## src/rtl/rgb_blink_sequencer.sv

```systemverilog
// rgb_blink_sequencer: drives the RGB LED through N red blinks, gap, N green
// blinks, gap, N blue blinks, gap, then wraps. All phases are timed in
// prescaled ticks. Optional feature macro: RGB_PWM_EN (PWM brightness on lit LED).
module rgb_blink_sequencer #(
    parameter int unsigned TICK_DIV  = 1200,
    parameter int unsigned ON_TICKS  = 2000,
    parameter int unsigned OFF_TICKS = 2000,
    parameter int unsigned GAP_TICKS = 5000,
    parameter int unsigned CNT_W     = 16
) (
    input  logic       clk,
    input  logic       rst,
    input  logic       en,
    input  logic [3:0] blink_cnt,
    input  logic [2:0] color_mask,
    input  logic [7:0] bright,
    output logic       busy,
    output logic [1:0] color_sel,
    output logic       led_r,
    output logic       led_g,
    output logic       led_b,
    output logic       cycle_done
);

    localparam logic [CNT_W-1:0] TICK_LAST = CNT_W'(TICK_DIV - 1);
    localparam logic [CNT_W-1:0] ON_LAST   = CNT_W'(ON_TICKS - 1);
    localparam logic [CNT_W-1:0] OFF_LAST  = CNT_W'(OFF_TICKS - 1);
    localparam logic [CNT_W-1:0] GAP_LAST  = CNT_W'(GAP_TICKS - 1);
    localparam logic [CNT_W-1:0] CNT_ONE   = CNT_W'(1);
    localparam logic [CNT_W-1:0] CNT_ZERO  = '0;

    typedef enum logic [1:0] {
        ST_IDLE = 2'd0,
        ST_ON   = 2'd1,
        ST_OFF  = 2'd2,
        ST_GAP  = 2'd3
    } state_t;

    state_t           state, state_nxt;
    logic [CNT_W-1:0] presc, presc_nxt;
    logic [CNT_W-1:0] phase, phase_nxt;
    logic [CNT_W-1:0] phase_last;
    logic [3:0]       remaining, remaining_nxt;
    logic [1:0]       color_nxt;
    logic             busy_nxt;
    logic             led_r_nxt, led_g_nxt, led_b_nxt;
    logic             cycle_done_nxt;
    logic             tick;
    logic             expire;
    logic             pwm_gate;
    logic [2:0]       above;

    // Lowest enabled colour in a mask (caller guarantees mask != 0 when it matters)
    function automatic logic [1:0] lowest_col(input logic [2:0] m);
        if (m[0])      return 2'd0;
        else if (m[1]) return 2'd1;
        else           return 2'd2;
    endfunction

    // Next enabled colour above c: {found, colour}
    function automatic logic [2:0] above_col(input logic [1:0] c, input logic [2:0] m);
        logic [2:0] r;
        r = 3'b000;
        case (c)
            2'd0: begin
                if (m[1])      r = 3'b101;
                else if (m[2]) r = 3'b110;
            end
            2'd1: begin
                if (m[2])      r = 3'b110;
            end
            default: r = 3'b000;
        endcase
        return r;
    endfunction

`ifdef RGB_PWM_EN
    logic [7:0] pwm_cnt;

    // Free-running PWM counter, independent of phase timing
    always_ff @(posedge clk) begin
        if (rst) pwm_cnt <= 8'd0;
        else     pwm_cnt <= pwm_cnt + 8'd1;
    end

    assign pwm_gate = (pwm_cnt < bright);
`else
    logic unused_bright;
    assign unused_bright = ^bright;
    assign pwm_gate      = 1'b1;
`endif

    assign tick   = (presc == TICK_LAST);
    assign above  = above_col(color_sel, color_mask);
    assign expire = tick && (phase == phase_last);

    // Tick count at which the current phase ends
    always_comb begin
        phase_last = CNT_ZERO;
        case (state)
            ST_ON:   phase_last = ON_LAST;
            ST_OFF:  phase_last = OFF_LAST;
            ST_GAP:  phase_last = GAP_LAST;
            default: phase_last = CNT_ZERO;
        endcase
    end

    // Next-state, counter and registered-output decode
    always_comb begin
        state_nxt      = state;
        presc_nxt      = tick ? CNT_ZERO : presc + CNT_ONE;
        phase_nxt      = tick ? phase + CNT_ONE : phase;
        remaining_nxt  = remaining;
        color_nxt      = color_sel;
        cycle_done_nxt = 1'b0;

        if (!en) begin
            state_nxt     = ST_IDLE;
            color_nxt     = 2'd0;
            remaining_nxt = 4'd0;
        end else begin
            case (state)
                ST_IDLE: begin
                    if (blink_cnt != 4'd0 && color_mask != 3'd0) begin
                        state_nxt     = ST_ON;
                        color_nxt     = lowest_col(color_mask);
                        remaining_nxt = blink_cnt;
                    end
                end
                ST_ON: begin
                    if (expire) begin
                        remaining_nxt = 4'(remaining - 4'd1);
                        state_nxt     = (remaining == 4'd1) ? ST_GAP : ST_OFF;
                    end
                end
                ST_OFF: begin
                    if (expire) state_nxt = ST_ON;
                end
                ST_GAP: begin
                    if (expire) begin
                        cycle_done_nxt = ~above[2];
                        remaining_nxt  = blink_cnt;
                        if (blink_cnt == 4'd0 || color_mask == 3'd0) begin
                            state_nxt = ST_IDLE;
                            color_nxt = 2'd0;
                        end else begin
                            state_nxt = ST_ON;
                            color_nxt = above[2] ? above[1:0] : lowest_col(color_mask);
                        end
                    end
                end
                default: state_nxt = ST_IDLE;
            endcase
        end

        // Timing restarts on every state entry and is held at zero in IDLE
        if (state_nxt != state || state_nxt == ST_IDLE) begin
            presc_nxt = CNT_ZERO;
            phase_nxt = CNT_ZERO;
        end

        busy_nxt  = (state_nxt != ST_IDLE);
        led_r_nxt = (state_nxt == ST_ON) && (color_nxt == 2'd0) && pwm_gate;
        led_g_nxt = (state_nxt == ST_ON) && (color_nxt == 2'd1) && pwm_gate;
        led_b_nxt = (state_nxt == ST_ON) && (color_nxt == 2'd2) && pwm_gate;
    end

    // State, counters and outputs
    always_ff @(posedge clk) begin
        if (rst) begin
            state      <= ST_IDLE;
            presc      <= CNT_ZERO;
            phase      <= CNT_ZERO;
            remaining  <= 4'd0;
            color_sel  <= 2'd0;
            busy       <= 1'b0;
            led_r      <= 1'b0;
            led_g      <= 1'b0;
            led_b      <= 1'b0;
            cycle_done <= 1'b0;
        end else begin
            state      <= state_nxt;
            presc      <= presc_nxt;
            phase      <= phase_nxt;
            remaining  <= remaining_nxt;
            color_sel  <= color_nxt;
            busy       <= busy_nxt;
            led_r      <= led_r_nxt;
            led_g      <= led_g_nxt;
            led_b      <= led_b_nxt;
            cycle_done <= cycle_done_nxt;
        end
    end

endmodule
```

## config.mk

```make
export PLATFORM = sky130hd
export DESIGN_NAME = rgb_blink_sequencer
export DESIGN_NICKNAME = d
export VERILOG_FILES = /design/src/rtl/rgb_blink_sequencer.sv
export SDC_FILE = /design/constraint.sdc
export NUM_CORES = 1
export LEC_CHECK = 0
export CELL_PAD_IN_SITES_DETAIL_PLACEMENT = 1
export CELL_PAD_IN_SITES_GLOBAL_PLACEMENT = 1
export CORE_ASPECT_RATIO = 1.1
export CORE_UTILIZATION = 40
export DETAILED_ROUTE_END_ITERATION = 10
export PLACE_DENSITY = 0.84
export SETUP_SLACK_MARGIN = 0.4
export SLEW_MARGIN = 25
export SYNTH_ARGS = -nofsm -noshare
export SYNTH_HDL_FRONTEND = slang
export SYNTH_SLANG_ARGS = --single-unit
export TNS_END_PERCENT = 30
```

## constraint.sdc

```tcl
create_clock -name clk -period 4 [get_ports clk]
set_clock_uncertainty 0.2 [all_clocks]
set_input_delay 0.6 -clock clk [delete_from_list [all_inputs] [get_ports clk]]
set_output_delay 0.6 -clock clk [all_outputs]
set_load 0.01 [all_outputs]
```

==> key figures, run 1 <==
Yosys
  • Syn Nets: ~310
  • Post-Synthesis Cell Area: between 0.002 and 0.0025 sq mm
  • Synth Area per Inst: around 8.5 sq um
  • Synth unique cells: 53
  • Synth Warn #: 0
  • Seq/Total Area, Yosys: 36.9%
  • Leading post-synthesis cells by cell area: dfxtp_1, nor2_1, xor2_1
  • Cells after Synth: 286
  • Synthesis-stage register bit count: 45
  • Share of flip-flops with an asynchronous set or reset: 0%
  • Post-synth top flop: dfxtp_1
  • Dominant cell type by area after synthesis: dfxtp_1
  • Number of enable flip-flop cells after synthesis: 0
  • Yosys top cell area share: between 30% and 40%

STA
  • Final setup TNS: 0 ns
  • Slew Viols, Final: 0
  • Worst-Margin Slew: about 0.6 ns
  • Final period utilization: ~84%
  • Fmax: 0.297 GHz
  • Max-slew headroom: between 50% and 60%
  • Final setup viols: 0
  • Hold slack: roughly 0.27 ns
  • Time the worst path needs with I/O delays and setup: roughly 3.4 ns
  • Final hold vios: 0
  • RSZ-0062 raised after global routing: false

Route
  • Vias: 2104
  • Drt first pass iters: 5
  • Wl on met1: between 2000 and 2500 um
  • WL final: about 5600 um
  • Vias per Instance: 5.52
  • DRC: 0
  • Uppermost layer routed: met4
  • Antenna Nets Post-Route: 0
  • Drt wl/cell: around 15 um
  • Starting DRT DRC Count: around 70
  • Met3 wire len: around 140 um
  • Met2 WL: a little under 3000 um

Die
  • Initial Util: between 40% and 50%
  • Die H: approximately 84 um
  • Row Count: 29
  • Die W: between 70 and 80 um
  • Die ar.: about 0.0064 sq mm
  • Core Footprint: 0.00584 sq mm
  • Ports: 25

Clock tree
  • Clk slew on worst S/H paths: 0.08 ns
  • Total CTS buffers: 5
  • Root Driver: clkbuf_8
  • Hold-fix buffers, CTS: 0
  • Clk buf depth: 2
  • Post-CTS Setup Bufs: 0
  • Post_cts resized: 0
  • H-tree depth: 2
  • # clock sinks: between 40 and 50
  • Clk Latency, worst-skew pair: slightly below 0.3 ns
  • CTS tree: built

Critical path
  • Critical path cell sequence: inv_1, ha_1, or4b_2, a22oi_2, nand4_2, a2111oi_4, nand2_1, a211o_1, nor2_1
  • Reg2reg path depth: 9
  • Count of buffer and inverter cells on the critical path: 1
  • Critical Path Source: state[1]
  • Crit path max-delay family: simple AND/OR/NAND/NOR gates
  • Crit Path Max Fanout: 10
  • CP arrival: 3.39 ns
  • Critical Path Start Type: register
  • Reg2reg setup slack: approximately 0.63 ns
  • CP Depth: 9
  • Endpoint type of the worst setup path: register
  • Crit path to: phase[1]
  • CP max-delay cell: or4b_2
  • Reg-to-reg endpoint: phase[1]
  • FF-to-FF Start: state[1]
  • Setup CP Type: register to register
  • Crit-path max cell delay: ~0.62 ns
  • Req. time, crit path: 4.03 ns

Finish
  • Final instance area: between 0.002 and 0.003 sq mm
  • Fillcell total: a little under 700
  • Fin nets: about 330
  • Layout area overhead: 14.2%
  • Final std cells w/o fill: roughly 380
  • Share of post-route cells with drive strength above 1: just over 7%
  • Ant. Diodes: 0

Global route
  • Overflow after GRT: 0
  • Overall routing resource usage: a little under a fifth
  • First-pass GRT wire length: 10100 um
  • Largest net degree at the start of global routing: 16
  • Vias in the first global route: approximately 2.2k
  • Initial antenna violation count: 0

Run status
  • Status: finished clean

Pwr
  • IR drop worst, VDD: 0.168 mV
  • Leakage power: just under 1 nW
  • Power after layout: around 0.00090 W
  • Power per Cell Area: about 320 mW/mm^2

Placed design
  • Placed Area: approximately 0.0027 sq mm
  • # port buffers: 16
  • GPL Wtd Cong: ~0.81
  • DP Wirelength: 4290 um
  • Placed cells: ~370

Min path
  • Hold Path Class: register to register

Job
  • Maximum capacitance violations: 0
[cell type report]
class,count,area (sq um),area share [%]
clock buffer,7,86.3,3.10
clock inverter,1,30.0,1.08
inverter,13,48.8,1.75
multi-input combinational,220,1450,52.0
sequential,45,901,32.3
tap,77,96.3,3.45
timing repair buffer,18,175,6.28
[how the worst min path moves through the flow]
stage	start	to	cells past startpoint
floorplan	presc[0]	presc[0]	1
global placement	presc[0]	presc[0]	1
detailed placement	presc[0]	presc[0]	1
CTS	presc[0]	presc[0]	1
global route	presc[0]	presc[0]	1
finish	presc[0]	presc[0]	1
[cells in the final DEF, fill, tap and decap left out, types with 6 or more instances in the layout]
cell,n
clkdlybuf4s50_1,16
inv_1,13
and3_1,10
nand3_1,11
nor2_1,50
ha_1,10
nand2_1,20
a21oi_1,9
clkbuf_8,6
o21ai_0,9
dfxtp_1,45
xor2_1,20
nand4_1,9
xnor2_1,10
[metrics by stage]
| stage | worst slack, ns | util, % |
|---|---|---|
| 2_1_floorplan | 1.12 | - |
| 3_3_place_gp | 0.662 | 45.7 |
| 3_5_place_dp | 0.604 | 45.7 |
| 4_1_cts | 0.628 | 47.7 |
| 5_1_grt | 0.434 | 47.7 |
| 6_report | 0.635 | 47.7 |
[synthesized netlist by cell type (2+ instances only)]
cell type and count:
nand4b_1 2, buf_2 3, or2_1 2, and3_1 10, a21o_1 2, nand2_1 20
or4b_4 2, nor2b_1 3, mux2i_1 2, dfxtp_1 45, nor2_1 50, o21ai_0 9
nand3_1 11, nor4_4 2, or4b_2 2, xor2_1 20, clkbuf_1 3, o2111ai_1 2
or3_1 3, nand4_1 9, o31a_1 2, and4_1 2, ha_1 10, and2_1 4
or4_1 3, a21oi_1 9, nor3b_1 2, xnor2_1 10, inv_1 13, nor4_1 4
nor3_1 3
[registers in the layout, summed over array words and instances (netlist names)]
register and count:
led_g 1, busy 1, state 2, led_b 1, phase 16, led_r 1, cycle_done 1, color_sel 2
remaining 4, presc 16
[cells by family after synthesis]
kind of cell / Yosys count / synth area share [%]
AO/OA/AOI/OAI: 38 / 11.4
adder cells (fa/ha/maj): 10 / 5.12
XOR/XNOR: 30 / 10.8
multiplexers: 2 / 0.820
buffers and inverters: 21 / 3.69
flip-flops: 45 / 36.9
AND/OR/NAND/NOR: 140 / 31.4
[metal layers]
layer / vias to the layer above / global-route usage (%)
met4: 0 / 6.12
met5: - / 0
met2: 24 / 35.7
met1: 1042 / 22.0
met3: 6 / 2.95
li1: 1032 / -
[where the power goes]
| group | internal (W) | total, W | switching (W) |
|---|---|---|---|
| clock network | 0.000204 | 0.000358 | 0.000155 |
| logic | 0.0000379 | 0.0000829 | 0.0000450 |
| registers | 0.000453 | 0.000459 | 0.00000595 |
(Power assumes the default switching activity.)
==> inputs of run 2 (changes only) <==
==> constraint.sdc (replaced) <==
create_clock -name clk -period 3.2 [get_ports clk]
set_clock_uncertainty 0.2 [all_clocks]
set_input_delay 0.48 -clock clk [delete_from_list [all_inputs] [get_ports clk]]
set_output_delay 0.48 -clock clk [all_outputs]
set_load 0.01 [all_outputs]
==> run 2 against run 1 <==
Critical path type unchanged. Cell area up 12%. Register-to-register slack got worse by 0.32 ns. Wire length up 24%. Utilization rose by 5.7 points. Sequential share of layout area decreased by 3.1 points. Count of clock-buffer cells in the layout fell by 2. Largest cell class unchanged. Sequential cell count unchanged. Hold slack better by 0.039 ns.
==> key figures, run 2 (same netlist as run 1, synthesis figures left out) <==
Clock tree
  • Hold-fix buffers, CTS: 0 (unchanged)
  • Clk slew on worst S/H paths: 0.09 ns (about the same)
  • Clk buf depth: 2 (unchanged)
  • Total CTS buffers: 5 (unchanged)
  • Clk Latency, worst-skew pair: 0.30 ns (about the same)
  • # clock sinks: 45 (unchanged)
  • Root Driver: clkbuf_8
  • H-tree depth: 2 (unchanged)
  • CTS tree: built

Critical path
  • Setup CP Type: register to register
  • Reg2reg setup slack: 0.31 ns (-0.32 ns)
  • Critical Path Start Type: register
  • FF-to-FF Start: state[1]
  • CP arrival: 2.93 ns (-0.46 ns)
  • Crit Path Max Fanout: 5 (-5)
  • Req. time, crit path: 3.25 ns (-0.78 ns)
  • Endpoint type of the worst setup path: register
  • Critical Path Source: state[1]

Min path
  • Hold Startpoint: presc[0]
  • Hold Path Class: register to register

Finish
  • Final instance area: 0.00312 sq mm (+12%)
  • Most frequent cells in the layout: nor2_1, dfxtp_1, buf_4
  • Ant. Diodes: 0 (unchanged)
  • Most common cell after layout, fill and taps aside: nor2_1
  • Fin nets: 353 (+6.6%)
  • Top Registers: phase x16, presc x16, remaining x4
  • Layout area overhead: 27.9%
  • Share of post-route cells with drive strength above 1: 21.5% (+14 points)

Pwr
  • Leakage power: 1.11 nW (+13%)
  • Power per Cell Area: 393 mW/mm^2 (+22%)
  • IR drop worst, VDD: 0.174 mV (+3.8%)

Route
  • DRC: 0 (unchanged)
  • Antenna Nets Post-Route: 0 (unchanged)
  • Starting DRT DRC Count: 88 (+22%)
  • Drt first pass iters: 4 (-1)
  • Vias per Instance: 5.64 (+2.1%)
  • Vias: 2272 (+8.0%)
  • WL final: 7010 um (+24%)
  • Drt wl/cell: 17.4 um (+18%)

Die
  • Row Count: 29 (unchanged)
  • Ports: 25 (unchanged)
  • Die W: 76.5 um (unchanged)
  • Die H: 84.0 um (unchanged)
  • Die ar.: 0.00642 sq mm (unchanged)
  • Initial Util: 41.8% (unchanged)
  • Core Footprint: 0.00584 sq mm (unchanged)

Global route
  • Largest net degree at the start of global routing: 16 (unchanged)
  • First-pass GRT wire length: 11100 um (+10%)
  • Overall routing resource usage: 21.6% (+2.5 points)
  • Initial antenna violation count: 0 (unchanged)
  • Overflow after GRT: 0 (unchanged)
  • Vias in the first global route: 2324 (+5.6%)

STA
  • Final hold vios: 0 (unchanged)
  • Final setup viols: 0 (unchanged)
  • Time the worst path needs with I/O delays and setup: 2.89 ns (-0.477 ns)
  • Max-slew headroom: 66.0% (+6.3 points)
  • Worst-Margin Slew: 0.507 ns (-0.0929 ns)
  • RSZ-0062 raised after global routing: true
  • Slew Viols, Final: 0 (unchanged)
  • Final period utilization: 90.2% (+6.1 points)
  • Fmax: 0.346 GHz (+17%)
  • Final setup TNS: 0 ns (unchanged)

Placed design
  • # port buffers: 16 (unchanged)
  • GPL Wtd Cong: 0.823 (+1.3%)
  • Placed Area: 0.00272 sq mm (+1.9%)
  • DP Wirelength: 4320 um (+0.64%)

Run status
  • Status: finished clean

Job
  • Maximum capacitance violations: 0 (unchanged)
[run 2: through the flow]
step	power (W)	worst slack (ns)	instances	util [%]	hold slack [ns]
after floorplan	0.000654	0.464	286	-	0.229
after global placement	0.000692	0.185	376	46.6	0.241
after detailed placement	0.000697	0.115	376	46.6	0.273
after CTS	0.00122	0.390	390	50.7	0.295
after global routing	0.00127	0.211	403	53.5	0.342
final	0.00123	0.312	403	53.5	0.309
[run 2: cell type report]
cell class                      instances  area [sq um]
Fill cell                             686          2720
Tap cell                               77          96.3
Clock buffer                            5          68.8
Clock inverter                          3          65.1
Sequential cell                        45           911
Multi-Input combinational cell        221          1590
Inverter                               13          53.8
Timing Repair Buffer                   39           340
[run 2: repair_timing]
item / CTS / global route
pin swaps: 5 / 21
cloned: 1 / 0
endpoints found under the setup margin: 40 / 40
resized for setup: 15 / 21
buffers inserted: 5 / 13
[run 2: where the power goes]
group / switching, W / total, W / internal, W
Clock: 0.000205 / 0.000515 / 0.000310
Sequential: 0.00000787 / 0.000574 / 0.000566
Combinational: 0.0000746 / 0.000140 / 0.0000652
Total: 0.000288 / 0.00123 / 0.000941
[run 2: per-layer routing]
metal | GRT usage [%] | vias up | wire (um)
li1 | - | 1079 | -
met5 | 0 | - | 0
met1 | 23.6 | 1112 | 2890
met2 | 39.9 | 65 | 3700
met3 | 4.15 | 16 | 270
met4 | 9.79 | 0 | 151
[run 2: path summary, 6_finish.rpt]
kind                   end  depth (start not counted)
setup / recovery  phase[9]                          9
setup reg to reg  phase[9]                          9
hold reg to reg   presc[0]                          1
hold / removal    presc[0]                          1
[run 2: worst max-delay path, cell delays in order (launching register included)]
cell and delay [ns]:
dfxtp_4 0.37, inv_4 0.08, ha_4 0.14, or4b_4 0.46
a22oi_2 0.29, nand4_4 0.19, a2111oi_4 0.43, nand2_2 0.15
a211o_4 0.41, nor2_2 0.11
==> inputs of run 3 (changes only) <==
--- a/config.mk
+++ b/config.mk
@@ -5,7 +5,8 @@
 export SDC_FILE = /design/constraint.sdc
 export NUM_CORES = 1
 export LEC_CHECK = 0
-export CELL_PAD_IN_SITES_DETAIL_PLACEMENT = 1
+export CAP_MARGIN = 25
+export CELL_PAD_IN_SITES_DETAIL_PLACEMENT = 0
 export CELL_PAD_IN_SITES_GLOBAL_PLACEMENT = 1
 export CORE_ASPECT_RATIO = 1.1
 export CORE_UTILIZATION = 40
==> run 3 against run 2 <==
Non-clock buffer count fell by 8. Setup slack improved by 0.0063 ns. Final cell count fell by 2.0%. Register-to-register slack barely moved. Utilization fell by 1.1 points. Critical path type unchanged. Critical endpoint is now phase[6].
==> key figures, run 3 (same netlist as run 1, synthesis figures left out) <==
Global route
  • Busiest grt layer: met2
  • Initial antenna violation count: 0 (unchanged)
  • Routing usage on met2: 30.2% (-9.7 points)
  • Overflow after GRT: 0 (unchanged)
  • First-pass GRT wire length: 8940 um (-19%)
  • GRT met3 Usage: 3.50% (-0.66 points)
  • Met1 Use GR: 19.8% (-3.8 points)
  • Largest net degree at the start of global routing: 16 (unchanged)
  • Overall routing resource usage: 17.2% (-4.4 points)
  • Vias in the first global route: 1963 (-16%)

Critical path
  • Reg2reg path depth: 12 (+3)
  • Crit Path Max Fanout: 7 (+2)
  • Setup CP Type: register to register
  • CP max-delay cell: dfxtp_4
  • Crit-path max cell delay: 0.41 ns (-0.05 ns)
  • Reg-to-reg endpoint: phase[6]
  • Critical Path Start Type: register
  • CP arrival: 2.88 ns (-0.05 ns)
  • FF-to-FF Start: state[1]
  • Req. time, crit path: 3.20 ns (-0.05 ns)
  • Endpoint type of the worst setup path: register
  • Most used cell, CP: buf_4
  • Reg2reg setup slack: 0.32 ns (about the same)
  • Critical path cell sequence: inv_4, ha_4, or4_4, a22oi_2, buf_4, buf_4, buf_4, nand2_1, o31ai_1, and2_4, a211o_4, nor2_4

Pwr
  • Reg power frac: 49.8% (+3.1 points)
  • Power per Cell Area: 376 mW/mm^2 (-4.3%)
  • Logic gate share of total power: 11.0% (-0.4 points)
  • Clk pwr share: 39.3% (-2.6 points)
  • P_int: 0.000881 W (-6.4%)
  • NetSw: 0.000270 W (-6.0%)
  • Power after layout: 0.00115 W (-6.3%)
  • Sw frac: 23.5% (+0.075 points)
  • Leakage power: 1.07 nW (-3.6%)
  • IR drop worst, VDD: 0.185 mV (+6.2%)

Finish
  • Share of post-route cells with drive strength above 1: 20.4% (-1.0 points)
  • Final instance area: 0.00306 sq mm (-2.0%)
  • Fin nets: 345 (-2.3%)
  • Top Registers: phase x16, presc x16, remaining x4
  • Ant. Diodes: 0 (unchanged)
  • Layout area overhead: 25.3%
  • Most common cell after layout, fill and taps aside: nor2_1
  • Most frequent cells in the layout: nor2_1, dfxtp_1, xor2_1

Route
  • DRC: 0 (unchanged)
  • Drt first pass iters: 4 (unchanged)
  • Vias: 2131 (-6.2%)
  • Starting DRT DRC Count: 49 (-44%)
  • Antenna Nets Post-Route: 0 (unchanged)
  • Vias per Instance: 5.39 (-4.3%)
  • Drt wl/cell: 13.7 um (-21%)
  • WL final: 5400 um (-23%)

Clock tree
  • Total CTS buffers: 5 (unchanged)
  • Clk slew on worst S/H paths: 0.09 ns (about the same)
  • Clk buf depth: 2 (unchanged)
  • Clk Latency, worst-skew pair: 0.30 ns (about the same)
  • Root Driver: clkbuf_8
  • CTS tree: built
  • # clock sinks: 45 (unchanged)
  • H-tree depth: 2 (unchanged)

STA
  • Final setup TNS: 0 ns (unchanged)
  • Time the worst path needs with I/O delays and setup: 2.88 ns (-0.00628 ns)
  • Final hold vios: 0 (unchanged)
  • Final setup viols: 0 (unchanged)
  • Fmax: 0.347 GHz (+0.22%)
  • Worst-Margin Slew: 0.489 ns (-0.0185 ns)
  • Max-slew headroom: 67.4% (+1.5 points)
  • Hold slack: 0.271 ns (-0.0374 ns)
  • Final period utilization: 90.1% (-0.20 points)
  • Slew Viols, Final: 0 (unchanged)
  • RSZ-0062 raised after global routing: true
  • Fin worst setup slack: 0.318 ns (+0.00628 ns)

Min path
  • WHS Path Cells: 1 (unchanged)
  • Worst Hold End: presc[0]
  • Hold Startpoint: presc[0]
  • Hold Path Class: register to register

Die
  • Die ar.: 0.00642 sq mm (unchanged)
  • Core Footprint: 0.00584 sq mm (unchanged)
  • Initial Util: 41.8% (unchanged)
  • Ports: 25 (unchanged)
  • Die W: 76.5 um (unchanged)
  • Die H: 84.0 um (unchanged)
  • Row Count: 29 (unchanged)

Placed design
  • Placed Area: 0.00272 sq mm (unchanged)
  • GPL Wtd Cong: 0.823 (unchanged)
  • DP Wirelength: 3620 um (-16%)
  • Post-placement setup slack: 0.129 ns (+0.0147 ns)
  • # port buffers: 16 (unchanged)

Job
  • Maximum capacitance violations: 0 (unchanged)

Run status
  • Status: finished clean
[run 3: cell types whose count changed in the layout (fill, tap and decap cells not counted), sizes merged]
cell      before  now
bufinv         2    1
clkinv         1    0
clkinvlp       0    1
clkbuf         5    6
buf           23   15
[run 3: final cells by class]
cell class / instances / area, sq um
fill: 570 / 2780
timing repair buffer: 31 / 280
multi-input combinational: 221 / 1600
clock inverter: 2 / 37.5
clock buffer: 6 / 82.6
inverter: 13 / 53.8
tap: 77 / 96.3
sequential: 45 / 915
[run 3: metrics by stage]
step           std cells  util [%]
6_report             395      52.4
5_1_grt              395      52.4
4_1_cts              390      50.3
3_5_place_dp         376      46.6
3_3_place_gp         376      46.6
2_1_floorplan        286         -
[run 3: worst max path at each step]
| stage | to | slack, ns | startpoint |
|---|---|---|---|
| finish | phase[6] | 0.32 | state[1] |
| floorplan | phase[7] | 0.46 | state[0] |
| global route | phase[9] | 0.24 | state[1] |
| global placement | phase[9] | 0.19 | blink_cnt[2] |
| detailed placement | phase[6] | 0.13 | blink_cnt[2] |
| CTS | phase[6] | 0.39 | state[1] |
[run 3: what timing repair did]
action	in CTS	in global routing
hold buffers	0	0
buffers inserted	5	5
setup endpoints to repair	38	39
gates resized for setup	15	25
gates cloned	1	0
pin swaps	6	20
[run 3: layer usage]
metal	routed length, um	up-vias	share of wire (%)
li1	-	1066	-
met1	2350	1018	43
met2	2770	34	51
met3	160	13	3.0
met4	118	0	2.2
met5	0	-	0
[run 3: power by group through the flow]
| stage | clock network [W] | logic [W] | registers, W |
|---|---|---|---|
| 6_report | 0.000452 | 0.000126 | 0.000573 |
| 5_1_grt | 0.000485 | 0.000138 | 0.000575 |
| 4_1_cts | 0.000462 | 0.000115 | 0.000573 |
| 3_5_place_dp | 0 | 0.000104 | 0.000588 |
| 3_3_place_gp | 0 | 0.000104 | 0.000588 |
| 2_1_floorplan | 0 | 0.0000665 | 0.000588 |
[run 3: critical path, delay by kind of cell, from the launching register on]
family	cells	cell delay, ns
AOI/OAI and AO/OA	3	0.79
adders and majority gates	1	0.25
buffers and inverters	4	0.41
DFF	1	0.41
and+or+nand+nor	4	0.73
